==> src/rtl/uart_rx_if.sv <==
// Signal bundle between the UART register block and the 16x-oversampling receiver.
// Config and the serial line flow toward the receiver. The frame results flow back.
interface uart_rx_if #(
    parameter int DIV_W = 12
);
    logic             RxEn;
    logic [DIV_W-1:0] Ubrr;
    logic [1:0]       DLS;
    logic             PEN;
    logic             EPS;
    logic             STOP;
    logic             Rx;
    logic [7:0]       RxData;
    logic             RxDone;
    logic             RxStopBit;
    logic             RxParityErr;
    logic             RxBusy;

    modport master (
        output RxEn, Ubrr, DLS, PEN, EPS, STOP, Rx,
        input  RxData, RxDone, RxStopBit, RxParityErr, RxBusy
    );

    modport slave (
        input  RxEn, Ubrr, DLS, PEN, EPS, STOP, Rx,
        output RxData, RxDone, RxStopBit, RxParityErr, RxBusy
    );
endinterface

==> src/rtl/uart_rx.sv <==
// UART receiver that samples 16x per bit and frames 5-8 data bits, optional parity and 1/2 stop bits.
// Each finished frame gives a one-cycle RxDone strobe. The result registers hold until the next finished frame.
module uart_rx #(
    parameter int SYNC_STAGES = 2,
    parameter int DIV_W       = 12
) (
    input  logic      pClk,
    input  logic      pReset,
    uart_rx_if.slave  bus
);
    // state   | meaning
    // S_IDLE  | line idle, waiting for a low sample on a tick
    // S_START | counting to mid start bit to reject glitches
    // S_DATA  | sampling data bits LSB first at s_cnt=15
    // S_PARITY| sampling parity bit
    // S_STOP1 | sampling first stop bit
    // S_STOP2 | sampling second stop bit
    typedef enum logic [2:0] {
        S_IDLE, S_START, S_DATA, S_PARITY, S_STOP1, S_STOP2
    } state_t;

    state_t                 state_q, state_d;
    logic [SYNC_STAGES-1:0] sync_q, sync_d;
    logic [DIV_W-1:0]       div_q, div_d;
    logic [3:0]             s_cnt_q, s_cnt_d;
    logic [2:0]             bit_cnt_q, bit_cnt_d;
    logic [7:0]             shift_q, shift_d;
    logic [1:0]             dls_q, dls_d;
    logic                   pen_q, pen_d;
    logic                   eps_q, eps_d;
    logic                   stop_q, stop_d;
    logic                   perr_q, perr_d;
    logic                   sb1_q, sb1_d;
    logic [7:0]             rx_data_q, rx_data_d;
    logic                   rx_done_q, rx_done_d;
    logic                   rx_stop_q, rx_stop_d;
    logic                   rx_perr_q, rx_perr_d;
    logic                   rx_busy_q, rx_busy_d;

    logic       rxs;
    logic       tick;
    logic       mid;
    logic       finish;
    logic       fin_sb;
    logic [7:0] data_mask;
    logic [2:0] last_bit;

    assign rxs       = sync_q[SYNC_STAGES-1];
    assign tick      = bus.RxEn && (div_q == bus.Ubrr);
    assign mid       = tick && (s_cnt_q == 4'd15);
    assign data_mask = 8'hFF >> (2'd3 - dls_q);
    assign last_bit  = {1'b0, dls_q} + 3'd4;

    always_comb begin
        sync_d    = {sync_q[SYNC_STAGES-2:0], bus.Rx};
        state_d   = state_q;
        s_cnt_d   = s_cnt_q;
        bit_cnt_d = bit_cnt_q;
        shift_d   = shift_q;
        dls_d     = dls_q;
        pen_d     = pen_q;
        eps_d     = eps_q;
        stop_d    = stop_q;
        perr_d    = perr_q;
        sb1_d     = sb1_q;
        rx_data_d = rx_data_q;
        rx_stop_d = rx_stop_q;
        rx_perr_d = rx_perr_q;
        rx_done_d = 1'b0;
        finish    = 1'b0;
        fin_sb    = 1'b0;

        // A lowered Ubrr can strand the count above it. Wrapping on >= recovers it.
        if (!bus.RxEn || (div_q >= bus.Ubrr)) begin
            div_d = '0;
        end else begin
            div_d = div_q + 1'b1;
        end

        if (!bus.RxEn) begin
            state_d   = S_IDLE;
            s_cnt_d   = 4'd0;
            bit_cnt_d = 3'd0;
        end else if (tick) begin
            case (state_q)
                S_IDLE: begin
                    if (!rxs) begin
                        dls_d   = bus.DLS;
                        pen_d   = bus.PEN;
                        eps_d   = bus.EPS;
                        stop_d  = bus.STOP;
                        shift_d = 8'h00;
                        perr_d  = 1'b0;
                        s_cnt_d = 4'd0;
                        state_d = S_START;
                    end
                end
                S_START: begin
                    if (s_cnt_q == 4'd7) begin
                        s_cnt_d   = 4'd0;
                        bit_cnt_d = 3'd0;
                        state_d   = rxs ? S_IDLE : S_DATA;
                    end else begin
                        s_cnt_d = s_cnt_q + 4'd1;
                    end
                end
                S_DATA: begin
                    if (mid) begin
                        shift_d[bit_cnt_q] = rxs;
                        s_cnt_d = 4'd0;
                        if (bit_cnt_q == last_bit) begin
                            state_d = pen_q ? S_PARITY : S_STOP1;
                        end else begin
                            bit_cnt_d = bit_cnt_q + 3'd1;
                        end
                    end else begin
                        s_cnt_d = s_cnt_q + 4'd1;
                    end
                end
                S_PARITY: begin
                    if (mid) begin
                        // Zero means the frame carried correct even or odd parity.
                        perr_d  = (^(shift_q & data_mask)) ^ rxs ^ ~eps_q;
                        s_cnt_d = 4'd0;
                        state_d = S_STOP1;
                    end else begin
                        s_cnt_d = s_cnt_q + 4'd1;
                    end
                end
                S_STOP1: begin
                    if (mid) begin
                        sb1_d   = rxs;
                        s_cnt_d = 4'd0;
                        if (stop_q && rxs) begin
                            state_d = S_STOP2;
                        end else begin
                            finish = 1'b1;
                            fin_sb = rxs;
                        end
                    end else begin
                        s_cnt_d = s_cnt_q + 4'd1;
                    end
                end
                S_STOP2: begin
                    if (mid) begin
                        finish = 1'b1;
                        fin_sb = sb1_q & rxs;
                    end else begin
                        s_cnt_d = s_cnt_q + 4'd1;
                    end
                end
                default: begin
                    state_d = S_IDLE;
                    s_cnt_d = 4'd0;
                end
            endcase
        end

        if (finish) begin
            rx_data_d = shift_q & data_mask;
            rx_perr_d = pen_q & perr_q;
            rx_stop_d = fin_sb;
            rx_done_d = 1'b1;
            state_d   = S_IDLE;
            s_cnt_d   = 4'd0;
        end

        rx_busy_d = (state_d != S_IDLE);
    end

    always_ff @(posedge pClk or negedge pReset) begin
        if (!pReset) begin
            sync_q    <= '1;
            state_q   <= S_IDLE;
            div_q     <= '0;
            s_cnt_q   <= 4'd0;
            bit_cnt_q <= 3'd0;
            shift_q   <= 8'h00;
            dls_q     <= 2'd0;
            pen_q     <= 1'b0;
            eps_q     <= 1'b0;
            stop_q    <= 1'b0;
            perr_q    <= 1'b0;
            sb1_q     <= 1'b0;
            rx_data_q <= 8'h00;
            rx_done_q <= 1'b0;
            rx_stop_q <= 1'b0;
            rx_perr_q <= 1'b0;
            rx_busy_q <= 1'b0;
        end else begin
            sync_q    <= sync_d;
            state_q   <= state_d;
            div_q     <= div_d;
            s_cnt_q   <= s_cnt_d;
            bit_cnt_q <= bit_cnt_d;
            shift_q   <= shift_d;
            dls_q     <= dls_d;
            pen_q     <= pen_d;
            eps_q     <= eps_d;
            stop_q    <= stop_d;
            perr_q    <= perr_d;
            sb1_q     <= sb1_d;
            rx_data_q <= rx_data_d;
            rx_done_q <= rx_done_d;
            rx_stop_q <= rx_stop_d;
            rx_perr_q <= rx_perr_d;
            rx_busy_q <= rx_busy_d;
        end
    end

    assign bus.RxData      = rx_data_q;
    assign bus.RxDone      = rx_done_q;
    assign bus.RxStopBit   = rx_stop_q;
    assign bus.RxParityErr = rx_perr_q;
    assign bus.RxBusy      = rx_busy_q;
endmodule

==> src/flat_wrapper.sv <==
// flat-port wrapper written by rule: the top's interface ports become plain ports
module uart_rx_flat 
#(
    parameter int SYNC_STAGES = 2,
    parameter int DIV_W       = 12
)
  (pClk, pReset, bus_RxEn, bus_Ubrr, bus_DLS, bus_PEN, bus_EPS, bus_STOP, bus_Rx, bus_RxData, bus_RxDone, bus_RxStopBit, bus_RxParityErr, bus_RxBusy);
  uart_rx_if #(.DIV_W(DIV_W)) bus_i ();
  input  logic pClk;
  input  logic pReset;
  input wire logic [$bits(bus_i.RxEn)-1:0] bus_RxEn;
  input wire logic [$bits(bus_i.Ubrr)-1:0] bus_Ubrr;
  input wire logic [$bits(bus_i.DLS)-1:0] bus_DLS;
  input wire logic [$bits(bus_i.PEN)-1:0] bus_PEN;
  input wire logic [$bits(bus_i.EPS)-1:0] bus_EPS;
  input wire logic [$bits(bus_i.STOP)-1:0] bus_STOP;
  input wire logic [$bits(bus_i.Rx)-1:0] bus_Rx;
  output wire logic [$bits(bus_i.RxData)-1:0] bus_RxData;
  output wire logic [$bits(bus_i.RxDone)-1:0] bus_RxDone;
  output wire logic [$bits(bus_i.RxStopBit)-1:0] bus_RxStopBit;
  output wire logic [$bits(bus_i.RxParityErr)-1:0] bus_RxParityErr;
  output wire logic [$bits(bus_i.RxBusy)-1:0] bus_RxBusy;
  assign bus_i.RxEn = bus_RxEn;
  assign bus_i.Ubrr = bus_Ubrr;
  assign bus_i.DLS = bus_DLS;
  assign bus_i.PEN = bus_PEN;
  assign bus_i.EPS = bus_EPS;
  assign bus_i.STOP = bus_STOP;
  assign bus_i.Rx = bus_Rx;
  assign bus_RxData = bus_i.RxData;
  assign bus_RxDone = bus_i.RxDone;
  assign bus_RxStopBit = bus_i.RxStopBit;
  assign bus_RxParityErr = bus_i.RxParityErr;
  assign bus_RxBusy = bus_i.RxBusy;
  uart_rx #(.SYNC_STAGES(SYNC_STAGES), .DIV_W(DIV_W)) u_core (.pClk(pClk), .pReset(pReset), .bus(bus_i));
endmodule
==> config.mk <==
export PLATFORM = sky130hd
export DESIGN_NAME = uart_rx_flat
export DESIGN_NICKNAME = d
export VERILOG_FILES = /design/src/rtl/uart_rx_if.sv /design/src/rtl/uart_rx.sv /design/src/flat_wrapper.sv
export SDC_FILE = /design/constraint.sdc
export NUM_CORES = 1
export LEC_CHECK = 0
export CORE_ASPECT_RATIO = 1.75
export CORE_MARGIN = 2
export CORE_UTILIZATION = 35
export DETAILED_ROUTE_END_ITERATION = 6
export GPL_ROUTABILITY_DRIVEN = 0
export PLACE_DENSITY = 0.64
export RECOVER_POWER = 100
export REMOVE_ABC_BUFFERS = 1
export SLEW_MARGIN = 10
export SYNTH_ARGS = -nofsm -noshare
export SYNTH_HDL_FRONTEND = slang
export SYNTH_SLANG_ARGS = --single-unit
==> constraint.sdc <==
create_clock -name pClk -period 4.1 [get_ports pClk]
set_clock_uncertainty 0.05 [all_clocks]
set_input_delay 0.82 -clock pClk [delete_from_list [all_inputs] [get_ports pClk]]
set_output_delay 0.82 -clock pClk [all_outputs]
set_load 0.05 [all_outputs]
==> results_dict.tcl, run 1 <==
set metrics [dict create \
    met1_length_um 2530 \
    setup_slack_ns 0.484 \
    fin_cells 464 \
    num_rows 45 \
    diodes 0 \
    hp-class "reg2reg" \
    synthCells 311 \
    cts_setup_buffers 0 \
    dr_wl_met2_um 3740 \
    synthArstFlopShare 1.00 \
    crit_path_end_kind "flip-flop" \
    rsz0062_at_grt "no" \
    cellPowerDensity_nw_per_um2 277 \
    cts_resized 0 \
    start_util 0.355 \
    worstMarginPinSlew_ns 2.14 \
    criticalPathCategory "in2reg" \
    period_share 0.882 \
    r2r-end "u_core.dls_q[0]$_DFFE_PN0P_" \
    hold_violations 0 \
    slowest_delay_ns 0.78 \
    regArea_um2 1280 \
    syn-cell-area_um2 3040 \
    dpl_cell_area_um2 3500 \
    holdWs_ns 0.309 \
    drtAntennaViolNets 0 \
    synth_ff_type "dfrtp_1" \
    clk_pin_slew_worst_paths_ns 0.07 \
    synth-edff-count 0 \
    cts_root_buf "clkbuf_16" \
    holdBufCountCts 0 \
    wl_met3_um 243 \
    setup_tns_ns 0 \
    remaining_drc_errors 0 \
    cp.arrival_ns 3.74 \
    ys_top_cells_by_area "dfrtp_1 40%, ha_1 6.2%, nand2_1 4.4%" \
    maxSlewHeadroom -0.428 \
    fmax_ghz 0.277 \
    p_leak_nw 1.65 \
    reg2reg_slack_ns 1.13 \
    violations "max-capacitance violations, max-slew violations" \
    worstHoldStart "u_core.sync_q[0]$_DFF_PN1_" \
    num_vias 2427 \
    wirelength_um 6850 \
    fp.coreArea_um2 8560 \
    nets 382 \
    multiInputGateArea_um2 1580 \
    power.total_uw 994 \
    die_h_um 127 \
    reg2reg_depth 5 \
    dp.cells 456 \
    clockBufferDepth 2 \
    yosys_register_bits 51 \
    cts.sinks 51 \
    yosysUniqueCellTypes 55 \
    cts_tree "yes" \
    avgViaCountPerCell 5.23 \
    clkLatencyLatePin_ns 0.30 \
    drive_gt1_frac 0.0778 \
    numCtsBuffers 5 \
    avgRoutedWirePerCell_um 14.8 \
    synth_top_area_frac 0.404 \
    dp_hpwl_um 5240 \
    synth_seq_area_share 0.421 \
    synth_common_cells "49 x dfrtp_1, 36 x nand2_1, 22 x nor2_1" \
    grt_antenna_before_repair 0 \
    setup_violations 0 \
    hold_depth 0 \
    grt_max_degree 41 \
    synth_most_common_cell "dfrtp_1" \
    area_delta_synth_final_pct 18.2 \
    final_area_um2 3590 \
    grt-ovfl-total 0 \
    grt_pass1_vias 2540 \
    status "finished with violations" \
    yosysTopAreaCell "dfrtp_1" \
    io_buffers 32 \
    cap_viol_max_count 1 \
    dieArea_um2 9470 \
    yosysWarnings 0 \
    r2r-start "u_core.div_q[10]$_DFF_PN0_" \
    hold_end "u_core.sync_q[1]$_DFF_PN1_" \
    crit_start "bus_Ubrr[9]" \
    slew_viol_final 41 \
    htreeDepth 2 \
    start_kind "input pin" \
    final_util 0.419 \
    fp.dieW_um 74.4 \
    ir_drop_uv 160 \
    cp_slowest_cell "or4_1" \
    critPathMaxFanout 13 \
    drtIter0Drc 109 \
    grt_pass1_wl_um 11400 \
    routed.top_layer "met4" \
    period_minus_slack_ns 3.62 \
    firstDrtPassIters 4 \
    fill_cells 884 \
    avgSynthCellArea_um2 9.77 \
    pre_cts_ws_ns 0.439 \
    cp_cell_sequence "dlygate4sd3_1 -> inv_1 -> ha_1 -> nand4_1 -> or4_1 -> or4_4 -> mux2_1" \
    grt_util_all_layers 0.157 \
    io-pin-count 33 \
    crit_required_ns 4.23 \
]
[metal layers]
layer / vias up / GRT usage
met5: - / 0
met4: 0 / 0.0977
met3: 21 / 0.0323
met2: 52 / 0.284
met1: 1176 / 0.156
li1: 1178 / -
[final cells by class]
type / instances / share of cell area
clock buffers: 5 / 0.0349
clock inverters: 3 / 0.00558
inverters: 22 / 0.0230
multi-input cells: 225 / 0.441
flip-flops and latches: 51 / 0.356
well taps: 117 / 0.0408
repair buffers: 41 / 0.0990
[registers in the layout, summed over array words and instances (netlist names)]
signal / cells
u_core.shift_q: 8
u_core.div_q: 12
u_core.dls_q: 2
u_core.bus.RxData: 8
u_core.bus.RxParityErr: 1
u_core.bus.RxStopBit: 1
u_core.pen_q: 1
u_core.eps_q: 1
u_core.sync_q: 2
u_core.sb1_q: 1
u_core.stop_q: 1
u_core.s_cnt_q: 4
u_core.bus.RxDone: 1
u_core.state_q: 3
u_core.perr_q: 1
u_core.bus.RxBusy: 1
u_core.bit_cnt_q: 3
[cells in the final DEF (no fill, tap or decap), types with 3 or more instances in the layout]
master / instances
nand4_1: 12
clkbuf_16: 5
clkbuf_1: 8
xor2_1: 8
nand3_1: 12
and3_1: 5
ha_1: 15
o211ai_1: 4
inv_1: 21
a21o_1: 4
clkdlybuf4s50_1: 16
mux2_2: 10
mux2i_1: 9
nand2_1: 36
nor2b_1: 3
a31oi_1: 4
xnor2_1: 12
a21oi_1: 7
a211oi_1: 3
dfrtp_1: 49
and4_1: 3
nor2_1: 22
o21ai_0: 17
dlygate4sd3_1: 15
nand2b_1: 5
[worst max-delay path, delay by kind of cell]
family,cells,cell delay (ns)
fa+ha+maj,1,0.29
mux,1,0.35
buf+inv,2,0.58
simple gates,3,1.70
[power by group]
group          internal (mW)  switching (mW)
registers              0.508         0.00561
logic                 0.0319          0.0381
clock network          0.225           0.186
total                  0.764           0.230
[worst max path at each step]
| stage | to | depth (start not counted) |
|---|---|---|
| 4_1_cts | u_core.stop_q$_DFFE_PN0P_ | 7 |
| 3_3_place_gp | u_core.dls_q[0]$_DFFE_PN0P_ | 7 |
| 3_5_place_dp | u_core.stop_q$_DFFE_PN0P_ | 7 |
| 2_1_floorplan | u_core.dls_q[0]$_DFFE_PN0P_ | 6 |
| 6_report | u_core.dls_q[0]$_DFFE_PN0P_ | 7 |
| 5_1_grt | u_core.dls_q[0]$_DFFE_PN0P_ | 7 |
[cells by family (layout without fill, tap and decap cells)]
| logic type | after synthesis | count (layout) | synth area share |
|---|---|---|---|
| mux | 21 | 21 | 0.0766 |
| fa+ha+maj | 15 | 15 | 0.0618 |
| xor+xnor | 20 | 20 | 0.0577 |
| compound gates | 58 | 58 | 0.143 |
| simple gates | 111 | 111 | 0.189 |
| flops | 51 | 51 | 0.421 |
| buf+inv | 35 | 71 | 0.0507 |
No activity file was read; power rests on OpenSTA's default activity.
==> run 2, diff against run 1 <==
--- a/config.mk
+++ b/config.mk
@@ -10,6 +10,7 @@
 export CORE_UTILIZATION = 35
 export DETAILED_ROUTE_END_ITERATION = 6
 export GPL_ROUTABILITY_DRIVEN = 0
+export GPL_TIMING_DRIVEN = 0
 export PLACE_DENSITY = 0.64
 export RECOVER_POWER = 100
 export REMOVE_ABC_BUFFERS = 1
==> run 2 against run 1 <==
The run still ends with max-capacitance violations, max-slew violations left. Wire length down 2.6%. Largest cell class unchanged. Worst setup slack got worse by 0.21 ns. Sequential cell count unchanged. Total power is 5.1% higher. Clock-buffer cell count rose by 2. Highest routed layer unchanged. First-iteration DRC count is 23% lower. Via count down 1.5%. Clock power is 13% higher. Design area is 0.84% lower. Sequential share of layout area rose by 0.30 points. Final cell count shrank 1.7%.
==> results_dict.tcl, run 2 (synthesized netlist as in run 1, its figures left out) <==
set metrics [dict create \
    status "finished with violations" \
    violations "max-capacitance violations, max-slew violations" \
    num_rows 45 \
    avgViaCountPerCell 5.24 \
    io_buffers 32 \
    cp.arrival_ns 3.95 \
    worstMarginPinSlew_ns 1.61 \
    holdBufCountCts 0 \
    fp.coreArea_um2 8560 \
    nets 374 \
    slowest_delay_ns 0.87 \
    slew_viol_final 31 \
    drtAntennaViolNets 0 \
    cts_tree "yes" \
    start_kind "input pin" \
    period_minus_slack_ns 3.83 \
    start_util 0.355 \
    layout_commonest_cell "dfrtp_1" \
    crit_required_ns 4.22 \
    drive_gt1_frac 0.0678 \
    dpl_cell_area_um2 3460 \
    die_h_um 127 \
    htreeDepth 2 \
    num_vias 2391 \
    largest_register_ffs 12 \
    grt_pass1_vias 2484 \
    cts_resized 0 \
    drtIter0Drc 84 \
    cp_cell_sequence "dlygate4sd3_1 -> inv_1 -> ha_1 -> nand4_1 -> or4_1 -> or4_1 -> mux2_1" \
    maxSlewHeadroom -0.0712 \
    dp_hpwl_um 5070 \
    crit_top_cell "or4_1" \
    holdWs_ns 0.308 \
    clk_pin_slew_worst_paths_ns 0.06 \
    avgRoutedWirePerCell_um 14.6 \
    cellPowerDensity_nw_per_um2 294 \
    cts_setup_buffers 0 \
    cp_slowest_cell "or4_1" \
    firstDrtPassIters 4 \
    grt_max_degree 31 \
    crit_family "simple AND/OR/NAND/NOR gates" \
    dieArea_um2 9470 \
    io-pin-count 33 \
    largest_register "u_core.div_q" \
    grt-ovfl-total 0 \
    criticalPathCategory "in2reg" \
    grt_antenna_before_repair 0 \
    clkLatencyLatePin_ns 0.29 \
    ir_drop_uv 172 \
    final_area_um2 3560 \
    wirelength_um 6670 \
    cts.sinks 51 \
    cap_viol_max_count 1 \
    numCtsBuffers 5 \
    p_leak_nw 1.65 \
    hold_violations 0 \
    period_share 0.933 \
    fill_cells 862 \
    rsz0062_at_grt "no" \
    remaining_drc_errors 0 \
    grt_pass1_wl_um 11100 \
    fmax_ghz 0.261 \
    area_delta_synth_final_pct 17.2 \
    final_cell_mix "49 x dfrtp_1, 36 x nand2_1, 22 x nor2_1" \
    crit_buf_inv 2 \
    clockBufferDepth 2 \
    fp.dieW_um 74.4 \
    diodes 0 \
    grt_util_all_layers 0.151 \
    setup_violations 0 \
    cts_root_buf "clkbuf_16" \
    crit_path_end_kind "flip-flop" \
    hp-class "reg2reg" \
    critPathMaxFanout 13 \
]
==> run 2: path summary, 6_finish.rpt <==
check	from	to	slack (ns)	cells after the start
min in group asynchronous	pReset	u_core.div_q[3]$_DFF_PN0_	0.88	1
max reg2reg	u_core.div_q[4]$_DFF_PN0_	u_core.stop_q$_DFFE_PN0P_	0.92	5
max in group asynchronous	pReset	u_core.s_cnt_q[0]$_DFFE_PN0P_	1.30	2
max	bus_Ubrr[4]	u_core.stop_q$_DFFE_PN0P_	0.27	7
min reg2reg	u_core.sync_q[0]$_DFF_PN1_	u_core.sync_q[1]$_DFF_PN1_	0.31	0
min	u_core.sync_q[0]$_DFF_PN1_	u_core.sync_q[1]$_DFF_PN1_	0.31	0
==> run 2: area by class of cell <==
type                            instances  area [um^2]  share of cell area
Multi-Input combinational cell        225         1570               0.441
Tap cell                              117          146              0.0411
Inverter                               22         82.6              0.0232
Sequential cell                        51         1280               0.359
Clock buffer                            7          133              0.0373
Clock inverter                          1         30.0             0.00844
Timing Repair Buffer                   33          318              0.0893
==> run 2: power by group <==
group	total, mW	leakage [nW]	internal [mW]	switching [mW]
Clock	0.465	0.0781	0.289	0.176
Sequential	0.513	0.703	0.508	0.00510
Combinational	0.0682	0.866	0.0310	0.0372
Total	1.05	1.65	0.827	0.218
==> run 2: stage by stage <==
step | std cells | setup slack, ns | utilization | power (mW) | setup TNS (ns)
finish | 456 | 0.273 | 0.416 | 1.05 | 0
global placement | 447 | 0.00712 | 0.401 | 0.592 | 0
floorplan | 298 | 1.06 | - | 0.553 | 0
global route | 456 | 0.0285 | 0.416 | 1.09 | 0
CTS | 456 | 0.277 | 0.423 | 1.07 | 0
detailed placement | 448 | -0.0243 | 0.404 | 0.597 | -0.0243
==> run 2: routing by layer <==
metal  track usage  share of wire
met1         0.158           0.37
met2         0.279           0.56
met3        0.0213          0.036
met4        0.0777          0.030
met5             0              0
